[src/rtl/press_classifier_if.sv]
// Button-gesture port bundle: debounced level and timebase in, event pulses and status out.
// The classifier (slave) samples db/m_tick every clk; the pulse outputs are single-cycle events with no back-pressure.
interface press_classifier_if;
  logic       db;
  logic       m_tick;
  logic       short_press;
  logic       long_press;
  logic       double_press;
  logic       busy;
  logic [2:0] state_dbg;

  modport master (
    output db, m_tick,
    input  short_press, long_press, double_press, busy, state_dbg
  );

  modport slave (
    input  db, m_tick,
    output short_press, long_press, double_press, busy, state_dbg
  );
endinterface

[src/rtl/press_classifier.sv]
// Classifies debounced button gestures into short, long and double presses.
// Timing is counted in m_tick periods by a single counter shared by all timed states.
module press_classifier #(
  parameter int LONG_TICKS = 100,
  parameter int DBL_TICKS  = 30
) (
  input logic               clk,
  input logic               reset,
  press_classifier_if.slave bus
);

  localparam int MAX_TICKS = (LONG_TICKS > DBL_TICKS) ? LONG_TICKS : DBL_TICKS;
  localparam int TW        = $clog2(MAX_TICKS + 1);
  localparam logic [TW-1:0] LONG_LAST = TW'(LONG_TICKS - 1);
  localparam logic [TW-1:0] DBL_LAST  = TW'(DBL_TICKS - 1);

  typedef enum logic [2:0] {
    S_IDLE      = 3'd0,
    S_PRESSED1  = 3'd1,
    S_LONG_HOLD = 3'd2,
    S_RELEASED1 = 3'd3,
    S_PRESSED2  = 3'd4
  } state_t;

  state_t        state_q, state_d;
  logic [TW-1:0] tcnt_q, tcnt_d;
  logic          short_q, short_d;
  logic          long_q, long_d;
  logic          double_q, double_d;
  logic          busy_q, busy_d;

  always_ff @(posedge clk or posedge reset) begin
    if (reset) begin
      state_q  <= S_IDLE;
      tcnt_q   <= '0;
      short_q  <= 1'b0;
      long_q   <= 1'b0;
      double_q <= 1'b0;
      busy_q   <= 1'b0;
    end else begin
      state_q  <= state_d;
      tcnt_q   <= tcnt_d;
      short_q  <= short_d;
      long_q   <= long_d;
      double_q <= double_d;
      busy_q   <= busy_d;
    end
  end

  // Level changes take priority over the terminal tick in every timed state.
  always_comb begin
    state_d = state_q;
    tcnt_d  = tcnt_q;
    case (state_q)
      S_IDLE: begin
        if (bus.db) state_d = S_PRESSED1;
      end
      S_PRESSED1: begin
        if (!bus.db)                             state_d = S_RELEASED1;
        else if (bus.m_tick && tcnt_q == LONG_LAST) state_d = S_LONG_HOLD;
        else if (bus.m_tick)                     tcnt_d  = tcnt_q + TW'(1);
      end
      S_LONG_HOLD: begin
        if (!bus.db) state_d = S_IDLE;
      end
      S_RELEASED1: begin
        if (bus.db)                              state_d = S_PRESSED2;
        else if (bus.m_tick && tcnt_q == DBL_LAST) state_d = S_IDLE;
        else if (bus.m_tick)                     tcnt_d  = tcnt_q + TW'(1);
      end
      S_PRESSED2: begin
        if (!bus.db) state_d = S_IDLE;
      end
      default: state_d = S_IDLE;
    endcase
    if (state_d != state_q) tcnt_d = '0;
  end

  always_comb begin
    short_d  = 1'b0;
    long_d   = 1'b0;
    double_d = 1'b0;
    busy_d   = (state_d != S_IDLE);
    case (state_q)
      S_PRESSED1:  long_d   = bus.db && bus.m_tick && (tcnt_q == LONG_LAST);
      S_RELEASED1: begin
        double_d = bus.db;
        short_d  = !bus.db && bus.m_tick && (tcnt_q == DBL_LAST);
      end
      default: ;
    endcase
  end

  assign bus.short_press  = short_q;
  assign bus.long_press   = long_q;
  assign bus.double_press = double_q;
  assign bus.busy         = busy_q;
  assign bus.state_dbg    = state_q;

endmodule
[src/flat_wrapper.sv]
// flat-port wrapper written by rule: the top's interface ports become plain ports
module press_classifier_flat 
#(
  parameter int LONG_TICKS = 100,
  parameter int DBL_TICKS  = 30
)
  (clk, reset, bus_db, bus_m_tick, bus_short_press, bus_long_press, bus_double_press, bus_busy, bus_state_dbg);
  press_classifier_if bus_i ();
  input logic clk;
  input logic reset;
  input wire logic [$bits(bus_i.db)-1:0] bus_db;
  input wire logic [$bits(bus_i.m_tick)-1:0] bus_m_tick;
  output wire logic [$bits(bus_i.short_press)-1:0] bus_short_press;
  output wire logic [$bits(bus_i.long_press)-1:0] bus_long_press;
  output wire logic [$bits(bus_i.double_press)-1:0] bus_double_press;
  output wire logic [$bits(bus_i.busy)-1:0] bus_busy;
  output wire logic [$bits(bus_i.state_dbg)-1:0] bus_state_dbg;
  assign bus_i.db = bus_db;
  assign bus_i.m_tick = bus_m_tick;
  assign bus_short_press = bus_i.short_press;
  assign bus_long_press = bus_i.long_press;
  assign bus_double_press = bus_i.double_press;
  assign bus_busy = bus_i.busy;
  assign bus_state_dbg = bus_i.state_dbg;
  press_classifier #(.LONG_TICKS(LONG_TICKS), .DBL_TICKS(DBL_TICKS)) u_core (.clk(clk), .reset(reset), .bus(bus_i));
endmodule
[config.mk]
export PLATFORM = sky130hd
export DESIGN_NAME = press_classifier_flat
export DESIGN_NICKNAME = d
export VERILOG_FILES = /design/src/rtl/press_classifier_if.sv /design/src/rtl/press_classifier.sv /design/src/flat_wrapper.sv
export SDC_FILE = /design/constraint.sdc
export NUM_CORES = 1
export LEC_CHECK = 0
export CAP_MARGIN = 15
export CORE_UTILIZATION = 35
export DETAILED_ROUTE_END_ITERATION = 10
export PLACE_DENSITY = 0.55
export SLEW_MARGIN = 0
export SYNTH_ARGS = -nofsm -noshare
export SYNTH_HDL_FRONTEND = slang
export SYNTH_SLANG_ARGS = --single-unit
[constraint.sdc]
create_clock -name clk -period 4.7 [get_ports clk]
set_clock_uncertainty 0.1 [all_clocks]
set_input_delay 0.705 -clock clk [delete_from_list [all_inputs] [get_ports clk]]
set_output_delay 0.705 -clock clk [all_outputs]
set_load 0.02 [all_outputs]
==> results.cfg <==
[critical_path]
crit_path_start_kind = input pin
cp_max_fo = 12
path_cells = clkdlybuf4s50_1, nand4bb_4, a21oi_2, a2111oi_4, o21ba_1
critPathKind = input pin to flop
crit_buf_inv = 1
path_delay_family = compound AO/OA/AOI/OAI gates
arrival_ns = 2.54
critPathRequiredTime_ns = 4.80
max_stage_delay_ns = 0.69
rrSetupSlack_ns = 2.65
cp-end-kind = flop
critPathSlowestCell = clkdlybuf4s50_1

[power_and_ir_drop]
power_frac_comb_pct = 41.2
pwr-share-seq_pct = 39.8
p_total_mw = 0.490
p_clk_share_pct = 18.9
netSwitchingPower_mw = 0.195
p_per_area_mw_per_mm2 = 443
swShare_pct = 39.8
power.internal_mw = 0.295
p_leak_nw = 0.458
vdd_ir_drop_max_mv = 0.264

[placement]
dp_hpwl_mm = 1.30
port_buffers = 10
gp_congestion = 0.822
place_area_sq_mm = 0.00107

[cells_and_area]
fin_nets = 107
drive_gt1_share_pct = 19.0
final_cell_mix = dfrtp_1 (14), clkdlybuf4s50_1 (10), a211oi_1 (8), nor3_1 (7), nor2_1 (6)
fin_area_sq_mm = 0.00110
area_delta_synth_final_pct = 13.2
nFillCells = 250
mostFrequentLayoutCell = dfrtp_1
n_antenna_cell = 0

[clock_network]
ctsResizeCount = 0
postCtsHoldBufs = 0
cts_num_sinks = 14
post-cts-setup-buffer-count = 0
clk_path_buf_depth = 2
cts_inserted_buffers = 3
cts_tree = yes
clock_tree.root_cell = clkbuf_4
clk_latency_ns = 0.29
clk_pin_slew_ns = 0.10
cts.htree.levels = 1

[floorplanning]
initial_core_util_pct = 38.3
fp-row-count = 18
ios = 11
dieWidth_um = 54.8
die_h_um = 54.8
core-area_sq_mm = 0.00254
die_area_sq_mm = 0.00300

[synth]
yosysTopAreaCell = dfrtp_1
netlist_area_sq_um = 976
synth_seq_cells = 14
yosysWarnings = 0
synth.avg_cell_area_sq_um = 10.7
yosysSeqAreaShare_pct = 35.9
synth_cell_types = 39
synthTopCellsByArea = dfrtp_1 (36%), a211oi_1 (6.2%), nand4bb_4 (5.6%)
yosysTopAreaCellShare_pct = 35.9
postSynthCellCount = 91
synth_nets = 97

[sta]
finalHoldViolCount = 0
fin_crit_sh_pct = 52.0
worst_pin_slew_ns = 0.559
setup-tns-final_ns = 0
slew_viol_final = 0
max_slew_margin_pct = 62.7
fmaxAchievable_mhz = 409
timing.final.crit_period_ns = 2.44
finalSetupViolCount = 0
rsz0062_at_grt = false

[min_path]
hold_class = flop to flop

[drt]
vias = 738
drt-total-wl_mm = 1.88
ant_nets = 0
wl_per_cell_um = 14.4
drt_iter0_markers = 9
firstDrtPassIters = 4
drc = 0
routed_via_density = 5.68

[global_routing]
grt_pass1_vias = 706
grt_antenna_before_repair = 0
grt_pass1_wl_mm = 3.24
grt.total_usage_pct = 15.8
grt_max_degree = 15
grt_overflow = 0

[run]
maxCapViolations = 0

[outcome]
status = finished, final reports clean
## power by group through the flow
stage,Clock [mW],Sequential (mW),Combinational [mW]
after detailed placement,0,0.197,0.203
after global routing,0.101,0.202,0.222
after global placement,0,0.196,0.202
after CTS,0.0953,0.195,0.204
final,0.0928,0.195,0.202
after floorplan,0,0.187,0.166
## sequential cells by signal (all words and copies together) (netlist names)
signal	count
u_core.tcnt_q	7
u_core.bus.state_dbg	3
u_core.bus.busy	1
u_core.bus.double_press	1
u_core.bus.long_press	1
u_core.bus.short_press	1
## layout make-up
type | instances | area [sq um] | share of cell area (%)
Sequential cell | 14 | 350 | 31.7
Multi-Input combinational cell | 69 | 569 | 51.5
Tap cell | 30 | 37.5 | 3.40
Inverter | 3 | 11.3 | 1.02
Clock buffer | 4 | 36.3 | 3.28
Timing Repair Buffer | 10 | 100 | 9.06
## worst register-to-register path: cells and delay by family, from the launching register on
family          cells  cell delay, ns
flops               1            0.44
simple gates        1            0.48
compound gates      3            0.93
## cell usage after synthesis
| cell type | count |
|---|---|
| dfrtp_1 | 14 |
| a211oi_1 | 8 |
| nor3_1 | 7 |
| nor2_1 | 6 |
| nand2_1 | 5 |
| a21oi_1 | 4 |
| inv_1 | 3 |
| nor3b_1 | 3 |
| a211oi_2 | 2 |
| a21o_1 | 2 |
| a21o_2 | 2 |
| and3_1 | 2 |
| and4bb_4 | 2 |
| buf_4 | 2 |
| ha_1 | 2 |
| nand4bb_4 | 2 |
| nor4_1 | 2 |
| o211a_1 | 2 |
| a2111oi_0 | 1 |
| a2111oi_2 | 1 |
| a2111oi_4 | 1 |
| a21oi_2 | 1 |
| a221oi_1 | 1 |
| a311oi_1 | 1 |
| and2_1 | 1 |
| and2b_2 | 1 |
| buf_2 | 1 |
| buf_6 | 1 |
| clkbuf_8 | 1 |
| nand2b_1 | 1 |
| nand3_1 | 1 |
| nand3_4 | 1 |
| o21a_1 | 1 |
| o21ba_1 | 1 |
| o21bai_1 | 1 |
| o22ai_1 | 1 |
| o31ai_1 | 1 |
| or2_2 | 1 |
| or2b_2 | 1 |
## per-stage QoR
stage	std cells	setup slack (ns)	utilization (%)	hold slack (ns)
global placement	126	1.96	42.0	0.504
finish	130	2.26	43.4	0.524
CTS	130	2.25	43.4	0.525
floorplan	91	2.79	-	0.468
detailed placement	126	1.92	42.0	0.506
global route	130	2.07	43.4	0.597
## worst paths after layout
check | startpoint | cells after the start | end
max | bus_db | 5 | u_core.tcnt_q[2]
max in group asynchronous | reset | 2 | u_core.bus.state_dbg[1]
max reg2reg | u_core.tcnt_q[2] | 4 | u_core.tcnt_q[2]
min | u_core.tcnt_q[3] | 2 | u_core.tcnt_q[3]
min reg2reg | u_core.tcnt_q[3] | 2 | u_core.tcnt_q[3]
min in group asynchronous | reset | 2 | u_core.tcnt_q[6]
## layer usage
layer	track usage, %	vias up	part of all wire (%)
li1	-	368	-
met1	21.3	351	53
met2	22.9	14	41
met3	3.33	5	3.2
met4	8.97	0	2.5
met5	0	-	0
## kinds of logic after synthesis
family          after synthesis  synth area share, %
flops                        14                 35.9
compound gates               31                 28.1
simple gates                 36                 27.7
buf+inv                       8                 5.77
fa+ha+maj                     2                 2.56
(Power assumes the default switching activity.)
